**config.mk**
```make
export PLATFORM = sky130hd
export DESIGN_NAME = rx_ipv4
export DESIGN_NICKNAME = d
export VERILOG_FILES = /design/src/rtl/rx_ipv4.sv
export SDC_FILE = /design/constraint.sdc
export NUM_CORES = 1
export LEC_CHECK = 0
export CAP_MARGIN = 20
export CORE_MARGIN = 2
export CORE_UTILIZATION = 30
export DETAILED_ROUTE_END_ITERATION = 7
export PLACE_DENSITY_LB_ADDON = 0.1
export SLEW_MARGIN = 20
export SYNTH_ARGS = -nofsm -noshare
export SYNTH_HDL_FRONTEND = slang
export SYNTH_SLANG_ARGS = --single-unit
export TNS_END_PERCENT = 5
```
**constraint.sdc**
```tcl
create_clock -name RX_CLK -period 7.3 [get_ports RX_CLK]
set_clock_uncertainty 0.1 [all_clocks]
set_input_delay 1.825 -clock RX_CLK [delete_from_list [all_inputs] [get_ports RX_CLK]]
set_output_delay 1.825 -clock RX_CLK [all_outputs]
set_load 0.03 [all_outputs]
```
**src/rtl/rx_ipv4.sv**
```systemverilog
// IPv4 receive header parser: validates the header of each incoming datagram
// and forwards the payload (UDP header onward) of accepted UDP datagrams with
// one cycle of latency, followed by a one-cycle end-of-datagram pulse.
module rx_ipv4 #(
   parameter int            OCT   = 8,
   parameter logic [OCT-1:0] PROTO = 8'd17
) (
   input  logic             RX_CLK,
   input  logic             rst,
   input  logic             func_en,
   input  logic [OCT*4-1:0] my_ip,
   output logic [OCT*4-1:0] rx_src_ip,
   output logic             rx_ipv4_irq,
   input  logic             rx_data_v,
   input  logic [OCT-1:0]   rx_data,
   output logic             rx_ipv4_data_v,
   output logic [OCT-1:0]   rx_ipv4_data
);

   typedef enum logic [2:0] {VER_IHL, HEADER, OPTIONS, PAYLOAD, TRAIL, DROP} state_t;

   state_t           state, state_nxt;
   logic [15:0]      cnt;
   logic [20:0]      acc, acc_sum;
   logic [3:0]       ihl;
   logic [15:0]      total_len;
   logic             mf;
   logic [12:0]      frag_off;
   logic [OCT-1:0]   proto, prev;
   logic [OCT*4-1:0] src_shadow, dst, dst_eff;
   logic [15:0]      hdr_last, min_len;
   logic [16:0]      fold1;
   logic [15:0]      fold2;
   logic             csum_ok, accept, fwd, irq_nxt, load_src;

   // Header checks evaluated against the current byte; on the last header byte
   // the final checksum word and (for IHL=5) the last dst byte come straight
   // from rx_data rather than from the registers.
   always_comb begin
      hdr_last = {10'd0, ihl, 2'b00} - 16'd1;
      min_len  = {10'd0, ihl, 2'b00} + 16'd8;
      acc_sum  = acc + 21'({prev, rx_data});
      fold1    = {1'b0, acc_sum[15:0]} + {12'd0, acc_sum[20:16]};
      fold2    = fold1[15:0] + {15'd0, fold1[16]};
      csum_ok  = (fold2 == 16'hFFFF);
      dst_eff  = (cnt == 16'd19) ? {dst[OCT*3-1:0], rx_data} : dst;
      accept   = csum_ok && (proto == PROTO) &&
                 ((dst_eff == my_ip) || (dst_eff == '1)) &&
                 !mf && (frag_off == '0) && (total_len >= min_len);
   end

   // Next-state and output-control decisions.
   always_comb begin
      state_nxt = state;
      irq_nxt   = 1'b0;
      fwd       = 1'b0;
      load_src  = 1'b0;
      if (!rx_data_v) begin
         state_nxt = VER_IHL;
         irq_nxt   = (state == TRAIL);
      end else begin
         case (state)
            VER_IHL: begin
               if (rx_data[7:4] != 4'd4 || rx_data[3:0] < 4'd5)
                  state_nxt = DROP;
               else
                  state_nxt = HEADER;
            end
            HEADER, OPTIONS: begin
               if (cnt == hdr_last) begin
                  if (accept) begin
                     state_nxt = PAYLOAD;
                     load_src  = 1'b1;
                  end else begin
                     state_nxt = DROP;
                  end
               end else if (cnt == 16'd19) begin
                  state_nxt = OPTIONS;
               end
            end
            PAYLOAD: begin
               fwd = 1'b1;
               if (cnt == total_len - 16'd1)
                  state_nxt = TRAIL;
            end
            default: state_nxt = state;
         endcase
      end
   end

   // State register.
   always_ff @(posedge RX_CLK) begin
      if (rst)
         state <= VER_IHL;
      else if (func_en)
         state <= state_nxt;
   end

   // Byte counter, checksum, header field capture and registered outputs.
   always_ff @(posedge RX_CLK) begin
      if (rst) begin
         cnt            <= '0;
         acc            <= '0;
         ihl            <= '0;
         total_len      <= '0;
         mf             <= 1'b0;
         frag_off       <= '0;
         proto          <= '0;
         prev           <= '0;
         src_shadow     <= '0;
         dst            <= '0;
         rx_src_ip      <= '0;
         rx_ipv4_irq    <= 1'b0;
         rx_ipv4_data_v <= 1'b0;
         rx_ipv4_data   <= '0;
      end else if (func_en) begin
         rx_ipv4_irq    <= irq_nxt;
         rx_ipv4_data_v <= fwd;
         if (fwd)
            rx_ipv4_data <= rx_data;
         if (load_src)
            rx_src_ip <= src_shadow;
         if (!rx_data_v) begin
            cnt <= '0;
            acc <= '0;
         end else begin
            cnt  <= cnt + 16'd1;
            prev <= rx_data;
            if (state == VER_IHL)
               ihl <= rx_data[3:0];
            if ((state == HEADER || state == OPTIONS) && cnt[0])
               acc <= acc_sum;
            if (state == HEADER) begin
               case (cnt)
                  16'd2:  total_len[15:8] <= rx_data;
                  16'd3:  total_len[7:0]  <= rx_data;
                  16'd6: begin
                     mf             <= rx_data[5];
                     frag_off[12:8] <= rx_data[4:0];
                  end
                  16'd7:  frag_off[7:0] <= rx_data;
                  16'd9:  proto <= rx_data;
                  16'd12, 16'd13, 16'd14, 16'd15:
                     src_shadow <= {src_shadow[OCT*3-1:0], rx_data};
                  16'd16, 16'd17, 16'd18, 16'd19:
                     dst <= {dst[OCT*3-1:0], rx_data};
                  default: ;
               endcase
            end
         end
      end
   end

endmodule
```
==> flow_summary.yaml, run 1 <==
status:
  run_status: "complete, no violations"
global_routing:
  vias_in_the_first_global_route: 10375
  global_route.overflow_total: 0
  global_route_wire_length_before_repair_mm: 60.0
  grt_antenna_before_repair: 0
  grt.total_usage_pct: 20.1
  grt_start_max_net_pins: 64
place:
  dpl_cell_area_sq_mm: 0.0128
  detailedPlace.worstSlack_ns: -0.932
  post-dp-hpwl_mm: 25.7
  dp.cells: 1987
  gp_routability_congestion: 0.849
  port_buffers: 85
setup_path:
  timing.critical_path.slowest_stage_cell: "sky130_fd_sc_hd__dlygate4sd2_1"
  worst_r2r_endpoint: "acc[16]"
  worst-path-max-fanout: 4
  timing.rr.start: "acc[9]"
  setup.reg_to_reg.worst_slack_ns: 1.14
  timing.critical_path.buf_inv: 32
  path_common_cell: "sky130_fd_sc_hd__buf_4"
  crit_path_class: "in -> reg"
  crit_path_max_incr_delay_ns: 0.27
  end_kind: "flop"
  worst_reg_to_reg_cells: 42
  critical_path.top_delay_family: "buffers and inverters"
  worstSetupStartpointType: "input port"
  critical_path_arrival_ns: 7.38
  crit_required_ns: 7.52
sta:
  slew_viol_final: 0
  finalHoldViolations: 0
  min_hold_slack_ns: 0.359
  min_period_ns: 7.16
  max_clock_freq_mhz: 140
  final_min_period_over_clock_period_pct: 98.1
  final_setup_vio_count: 0
  setup_tns_ns: 0
  worstMarginPinSlew_ns: 1.10
  final.setup.worst_slack_ns: 0.139
  rel_slew_slack_pct: 26.5
synth:
  ys_seq_elements: 196
  yosys-top-cells-count: "sky130_fd_sc_hd__nand2_1 (336), sky130_fd_sc_hd__dfxtp_1 (196), sky130_fd_sc_hd__a21oi_1 (152), sky130_fd_sc_hd__nor2_1 (83), sky130_fd_sc_hd__clkbuf_1 (77)"
  netlist.top_cell.by_area: "sky130_fd_sc_hd__dfxtp_1"
  dominantRegCellSynth: "sky130_fd_sc_hd__dfxtp_1"
  synth_sequential_area_ratio_pct: 35.6
  yosysMostFrequentCell: "sky130_fd_sc_hd__nand2_1"
  synth.avg_cell_area_sq_um: 7.71
  mappedNetlistNets: 1512
  asyncSetResetFlopFracSynth_pct: 0
  post_synthesis_cell_area_sq_mm: 0.0110
  netlist_instances: 1428
  yosys_warnings: 0
  synth.distinct_cells: 77
  synth-edff-count: 0
  ys_top_cells_by_area: "sky130_fd_sc_hd__dfxtp_1 (36%), sky130_fd_sc_hd__nand2_1 (11%), sky130_fd_sc_hd__a21oi_1 (6.9%)"
  yosysTopAreaCellShare_pct: 35.6
floorplanning:
  ios: 86
  dieHeight_um: 196
  starting_density_pct: 30.3
  design.die.area_sq_mm: 0.0383
  placement_rows: 70
  dieWidth_um: 196
  placeable_area_sq_mm: 0.0363
routing:
  vias_per_cell: 5.14
  antenna_violating_nets_post_route: 0
  drt-pass1-iter-count: 5
  drcViolationCount: 0
  detail_route.wl_per_cell_um: 18.6
  drt_wl_total_mm: 38.4
  dr_total_vias: 10632
  detailedRoute.firstIterationViolations: 660
worst_hold_path:
  hold_path.startpoint: "src_shadow[25]"
  worst_hold_path.num_cells: 2
  hp-class: "reg -> reg"
  holdPathEnd: "src_shadow[25]"
clock_tree:
  cts.htree.levels: 4
  clock_latency_ns: 0.46
  number_of_buffers_created_by_cts: 17
  clock_tree.buffer_depth: 2
  clock_tree.root_cell: "sky130_fd_sc_hd__clkbuf_16"
  tritoncts: "yes"
  cts.sink_count: 196
  path_clk_slew_ns: 0.08
finish:
  area.growth.synth_to_final_pct: 27.8
  regArea_sq_mm: 0.00392
  insertedDiodeCount: 0
  drive_gt1_share_pct: 14.5
  layout.nets: 1670
  multiInputGateArea_sq_mm: 0.00682
  layout.filler_cells: 3749
  postLayoutCoreUtil_pct: 38.7
  instances_no_fill: 2067
  stdcell_area_sq_mm: 0.0141
flow_run:
  max_cap_violations: 0
pwr:
  powerDensity_mw_per_mm2: 163
  ir_worst_vdd_mv: 0.164
  leakagePower_nw: 5.11
  finalPower_mw: 2.29
-- metal layers --
layer,up-vias,wire (um),part of all wire (%),track usage (%)
li1,5282,-,-,-
met1,5070,19100,50,28.5
met2,238,16800,44,30.8
met3,42,1640,4.3,3.18
met4,0,790,2.1,6.81
met5,-,0,0,0
-- cell families (layout without fill, tap and decap cells) --
kind of cell / after synthesis / count (layout) / share of synthesized area, %
simple gates: 626 / 626 / 25.8
compound gates: 294 / 294 / 16.5
flops: 196 / 196 / 35.6
buf+inv: 124 / 295 / 4.82
xor+xnor: 95 / 95 / 7.75
mux: 52 / 52 / 4.73
fa+ha+maj: 41 / 41 / 4.77
-- worst min-delay path: cells and delay by family (launching register included) --
kind / cells / cell delay, ns
flip-flops: 1 / 0.32
AO/OA/AOI/OAI: 1 / 0.05
AND/OR/NAND/NOR: 1 / 0.05
-- registers in the layout, summed over array words and instances, names as in the netlist --
signal,cells
state,3
src_shadow,32
total_len,16
cnt,16
proto,8
mf,1
ihl,4
frag_off,13
rx_ipv4_data_v,1
prev,8
acc,21
rx_ipv4_data,8
rx_src_ip,32
dst,32
rx_ipv4_irq,1
-- power breakdown --
part           internal [mW]  switching (mW)  total (mW)
Sequential              1.07         0.00998        1.08
Combinational         0.0839           0.130       0.214
Clock                  0.493           0.504       0.997
-- cell usage in the layout, fill, tap and decap left out, types with 5 or more instances in the layout --
cell / instances
sky130_fd_sc_hd__a21o_1: 6
sky130_fd_sc_hd__a21oi_1: 148
sky130_fd_sc_hd__a22oi_1: 22
sky130_fd_sc_hd__and3_1: 13
sky130_fd_sc_hd__buf_4: 130
sky130_fd_sc_hd__buf_6: 6
sky130_fd_sc_hd__clkbuf_16: 17
sky130_fd_sc_hd__clkdlybuf4s50_1: 76
sky130_fd_sc_hd__clkinv_8: 5
sky130_fd_sc_hd__dfxtp_1: 196
sky130_fd_sc_hd__ha_1: 28
sky130_fd_sc_hd__ha_4: 8
sky130_fd_sc_hd__inv_1: 37
sky130_fd_sc_hd__mux2i_1: 52
sky130_fd_sc_hd__nand2_1: 335
sky130_fd_sc_hd__nand2b_1: 10
sky130_fd_sc_hd__nand3_1: 43
sky130_fd_sc_hd__nand4_1: 26
sky130_fd_sc_hd__nor2_1: 80
sky130_fd_sc_hd__nor3_1: 29
sky130_fd_sc_hd__nor4_1: 26
sky130_fd_sc_hd__o211ai_1: 5
sky130_fd_sc_hd__o21a_1: 10
sky130_fd_sc_hd__o21ai_0: 27
sky130_fd_sc_hd__o22ai_1: 9
sky130_fd_sc_hd__o31ai_1: 6
sky130_fd_sc_hd__or2_2: 5
sky130_fd_sc_hd__or3_1: 7
sky130_fd_sc_hd__or4_1: 8
sky130_fd_sc_hd__xnor2_1: 58
sky130_fd_sc_hd__xor2_1: 34
-- area by class of cell --
cell class                      instances  share of cell area [%]
Inverter                               40                    1.07
Tap cell                              468                    4.16
Timing Repair Buffer                  223                    14.0
Sequential cell                       196                    27.9
Clock inverter                         15                    1.37
Clock buffer                           17                    3.02
Multi-Input combinational cell       1108                    48.5
-- worst max path at each step --
stage	start	cells after the start	endpoint
finish	rx_data[6]	43	acc[16]
detailed placement	rx_data[0]	28	rx_src_ip[24]
floorplan	rx_data[0]	30	rx_src_ip[0]
CTS	rx_data[0]	46	acc[16]
global placement	rx_data[0]	28	rx_src_ip[14]
global route	rx_data[3]	29	rx_src_ip[2]
-- timing repair --
item | 4_1_cts | 5_1_grt
hold buffers | 0 | 0
gates resized for setup | 39 | 34
buffers inserted | 39 | 7
cloned | 3 | 0
setup endpoints to repair | 34 | 35
pin swaps | 14 | 20
(Power assumes the default switching activity.)
==> inputs of run 2 (changes only) <==
--- a/config.mk
+++ b/config.mk
@@ -7,4 +7,5 @@
 export LEC_CHECK = 0
 export CAP_MARGIN = 20
+export CORE_ASPECT_RATIO = 0.8
 export CORE_MARGIN = 2
 export CORE_UTILIZATION = 30
--- a/constraint.sdc
+++ b/constraint.sdc
@@ -3,3 +3,3 @@
 set_input_delay 1.825 -clock RX_CLK [delete_from_list [all_inputs] [get_ports RX_CLK]]
 set_output_delay 1.825 -clock RX_CLK [all_outputs]
-set_load 0.03 [all_outputs]
+set_load 0.01 [all_outputs]
==> run 2 against run 1 <==
Effect of this change: total power fell by 0.28%; critical endpoint is now rx_src_ip[18]; sequential cell count did not move; non-clock buffer count fell by 10; largest cell class unchanged; critical path type unchanged; die area barely moved; combinational power barely moved; global-route usage rose by 0.43 points; sequential share of layout area barely moved.
==> flow_summary.yaml, run 2 (same netlist as run 1, synthesis figures left out) <==
routing:
  drt-pass1-iter-count: 5
  detailedRoute.firstIterationViolations: 865
  detail_route.wl_per_cell_um: 19.1
  drt_wl_total_mm: 39.4
  drcViolationCount: 0
  dr_total_vias: 10715
  vias_per_cell: 5.18
  antenna_violating_nets_post_route: 0
clock_tree:
  cts.hold.buffers_added: 0
  number_of_buffers_created_by_cts: 17
  clock_tree.buffer_depth: 2
  path_clk_slew_ns: 0.08
  clock_tree.root_cell: "sky130_fd_sc_hd__clkbuf_16"
  clock_latency_ns: 0.46
  cts.htree.levels: 4
  tritoncts: "yes"
  cts.sink_count: 196
setup_path:
  crit_required_ns: 7.58
  end_kind: "flop"
  critical_path_arrival_ns: 7.36
  worstSetupStartpointType: "input port"
  crit_path_class: "in -> reg"
  critical_path.top_delay_family: "simple AND/OR/NAND/NOR gates"
  worst-path-max-fanout: 8
  timing.critical_path.slowest_stage_cell: "sky130_fd_sc_hd__or4_4"
  timing.rr.start: "prev[3]"
  crit_path_max_incr_delay_ns: 0.49
  critical_path.startpoint: "rx_data[7]"
  timing.critical_path.buf_inv: 14
  path_common_cell: "sky130_fd_sc_hd__buf_4"
floorplanning:
  dieHeight_um: 175
  starting_density_pct: 30.5
  placeable_area_sq_mm: 0.0361
  dieWidth_um: 218
  placement_rows: 62
  design.die.area_sq_mm: 0.0383
  ios: 86
global_routing:
  global_route.overflow_total: 0
  global_route_wire_length_before_repair_mm: 60.4
  grt_start_max_net_pins: 65
  grt_antenna_before_repair: 0
  grt.total_usage_pct: 20.5
  vias_in_the_first_global_route: 10160
flow_run:
  max_cap_violations: 0
finish:
  layout.filler_cells: 3744
  insertedDiodeCount: 0
  biggestRegsByFlops: "dst: 32 flops, rx_src_ip: 32 flops, src_shadow: 32 flops"
  drive_gt1_share_pct: 14.3
  final_common_cell: "sky130_fd_sc_hd__nand2_1"
  stdcell_area_sq_mm: 0.0141
  layout.cells.most_common_list: "sky130_fd_sc_hd__nand2_1 (335), sky130_fd_sc_hd__dfxtp_1 (196), sky130_fd_sc_hd__a21oi_1 (148)"
  layout.nets: 1660
  area.growth.synth_to_final_pct: 28.0
  instances_no_fill: 2068
  postLayoutCoreUtil_pct: 39.1
sta:
  min_hold_slack_ns: 0.355
  min_period_ns: 7.08
  finalHoldViolations: 0
  max_clock_freq_mhz: 141
  worstMarginPinSlew_ns: 1.03
  slew_viol_final: 0
  rel_slew_slack_pct: 30.5
  final_min_period_over_clock_period_pct: 97.0
  final_setup_vio_count: 0
place:
  dp.cells: 2003
  port_buffers: 85
  post-dp-hpwl_mm: 27.0
  gp_routability_congestion: 0.881
  dpl_cell_area_sq_mm: 0.0128
worst_hold_path:
  hp-class: "reg -> reg"
  hold_path.startpoint: "src_shadow[27]"
status:
  run_status: "complete, no violations"
pwr:
  ir_worst_vdd_mv: 0.124
  finalPower_mw: 2.29
  powerDensity_mw_per_mm2: 162
  leakagePower_nw: 5.09
[run 2: cell count changes in the layout (fill, tap and decap cells not counted), moves of 3 or more]
cell	previous run	this run
sky130_fd_sc_hd__nand3_2	2	5
sky130_fd_sc_hd__buf_4	130	123
sky130_fd_sc_hd__buf_6	6	0
sky130_fd_sc_hd__nand3_1	43	40
sky130_fd_sc_hd__dlygate4sd2_1	2	5
[run 2: final timing paths]
path               endpoint  slack, ns  cells past startpoint
max           rx_src_ip[18]       0.22                     31
min          src_shadow[27]       0.36                      2
max reg2reg   rx_src_ip[18]       1.27                     29
min reg2reg  src_shadow[27]       0.36                      2
[run 2: repair_timing]
| action | in CTS | in global routing |
|---|---|---|
| hold endpoints to repair | 0 | 0 |
| gates resized for setup | 52 | 25 |
| pin swaps | 28 | 34 |
| endpoints found under the setup margin | 34 | 34 |
| buffers inserted | 24 | 7 |
| cloned | 3 | 0 |
[run 2: routing by layer]
| metal | GRT usage (%) | wire (um) |
|---|---|---|
| met4 | 4.17 | 474 |
| met5 | 0 | 0 |
| met1 | 31.6 | 20400 |
| met3 | 3.50 | 2150 |
| met2 | 29.5 | 16400 |
[run 2: tightest hold or removal path, cell delays in order, from the launching register on]
cell and delay [ns]:
sky130_fd_sc_hd__dfxtp_1 0.31, sky130_fd_sc_hd__nand2_1 0.05, sky130_fd_sc_hd__a21oi_1 0.05
[run 2: area by class of cell]
cell class / instances / area, sq um / share of cell area, %
Multi-Input combinational cell: 1108 / 6920 / 49.1
Sequential cell: 196 / 3920 / 27.8
Timing Repair Buffer: 213 / 1890 / 13.4
Tap cell: 480 / 601 / 4.26
Clock buffer: 17 / 425 / 3.02
Clock inverter: 14 / 188 / 1.33
Inverter: 40 / 150 / 1.07
[run 2: stage by stage]
step / TNS (ns) / worst slack [ns]
floorplan: 0 / 0.0390
global placement: -23.52 / -0.706
detailed placement: -29.93 / -0.911
CTS: 0 / 0.00219
global route: -0.00701 / -0.00701
finish: 0 / 0.218
[run 2: where the power goes]
group          switching (mW)  internal [mW]
combinational           0.133         0.0833
clock                   0.494          0.494
sequential             0.0105           1.07
total                   0.637           1.65
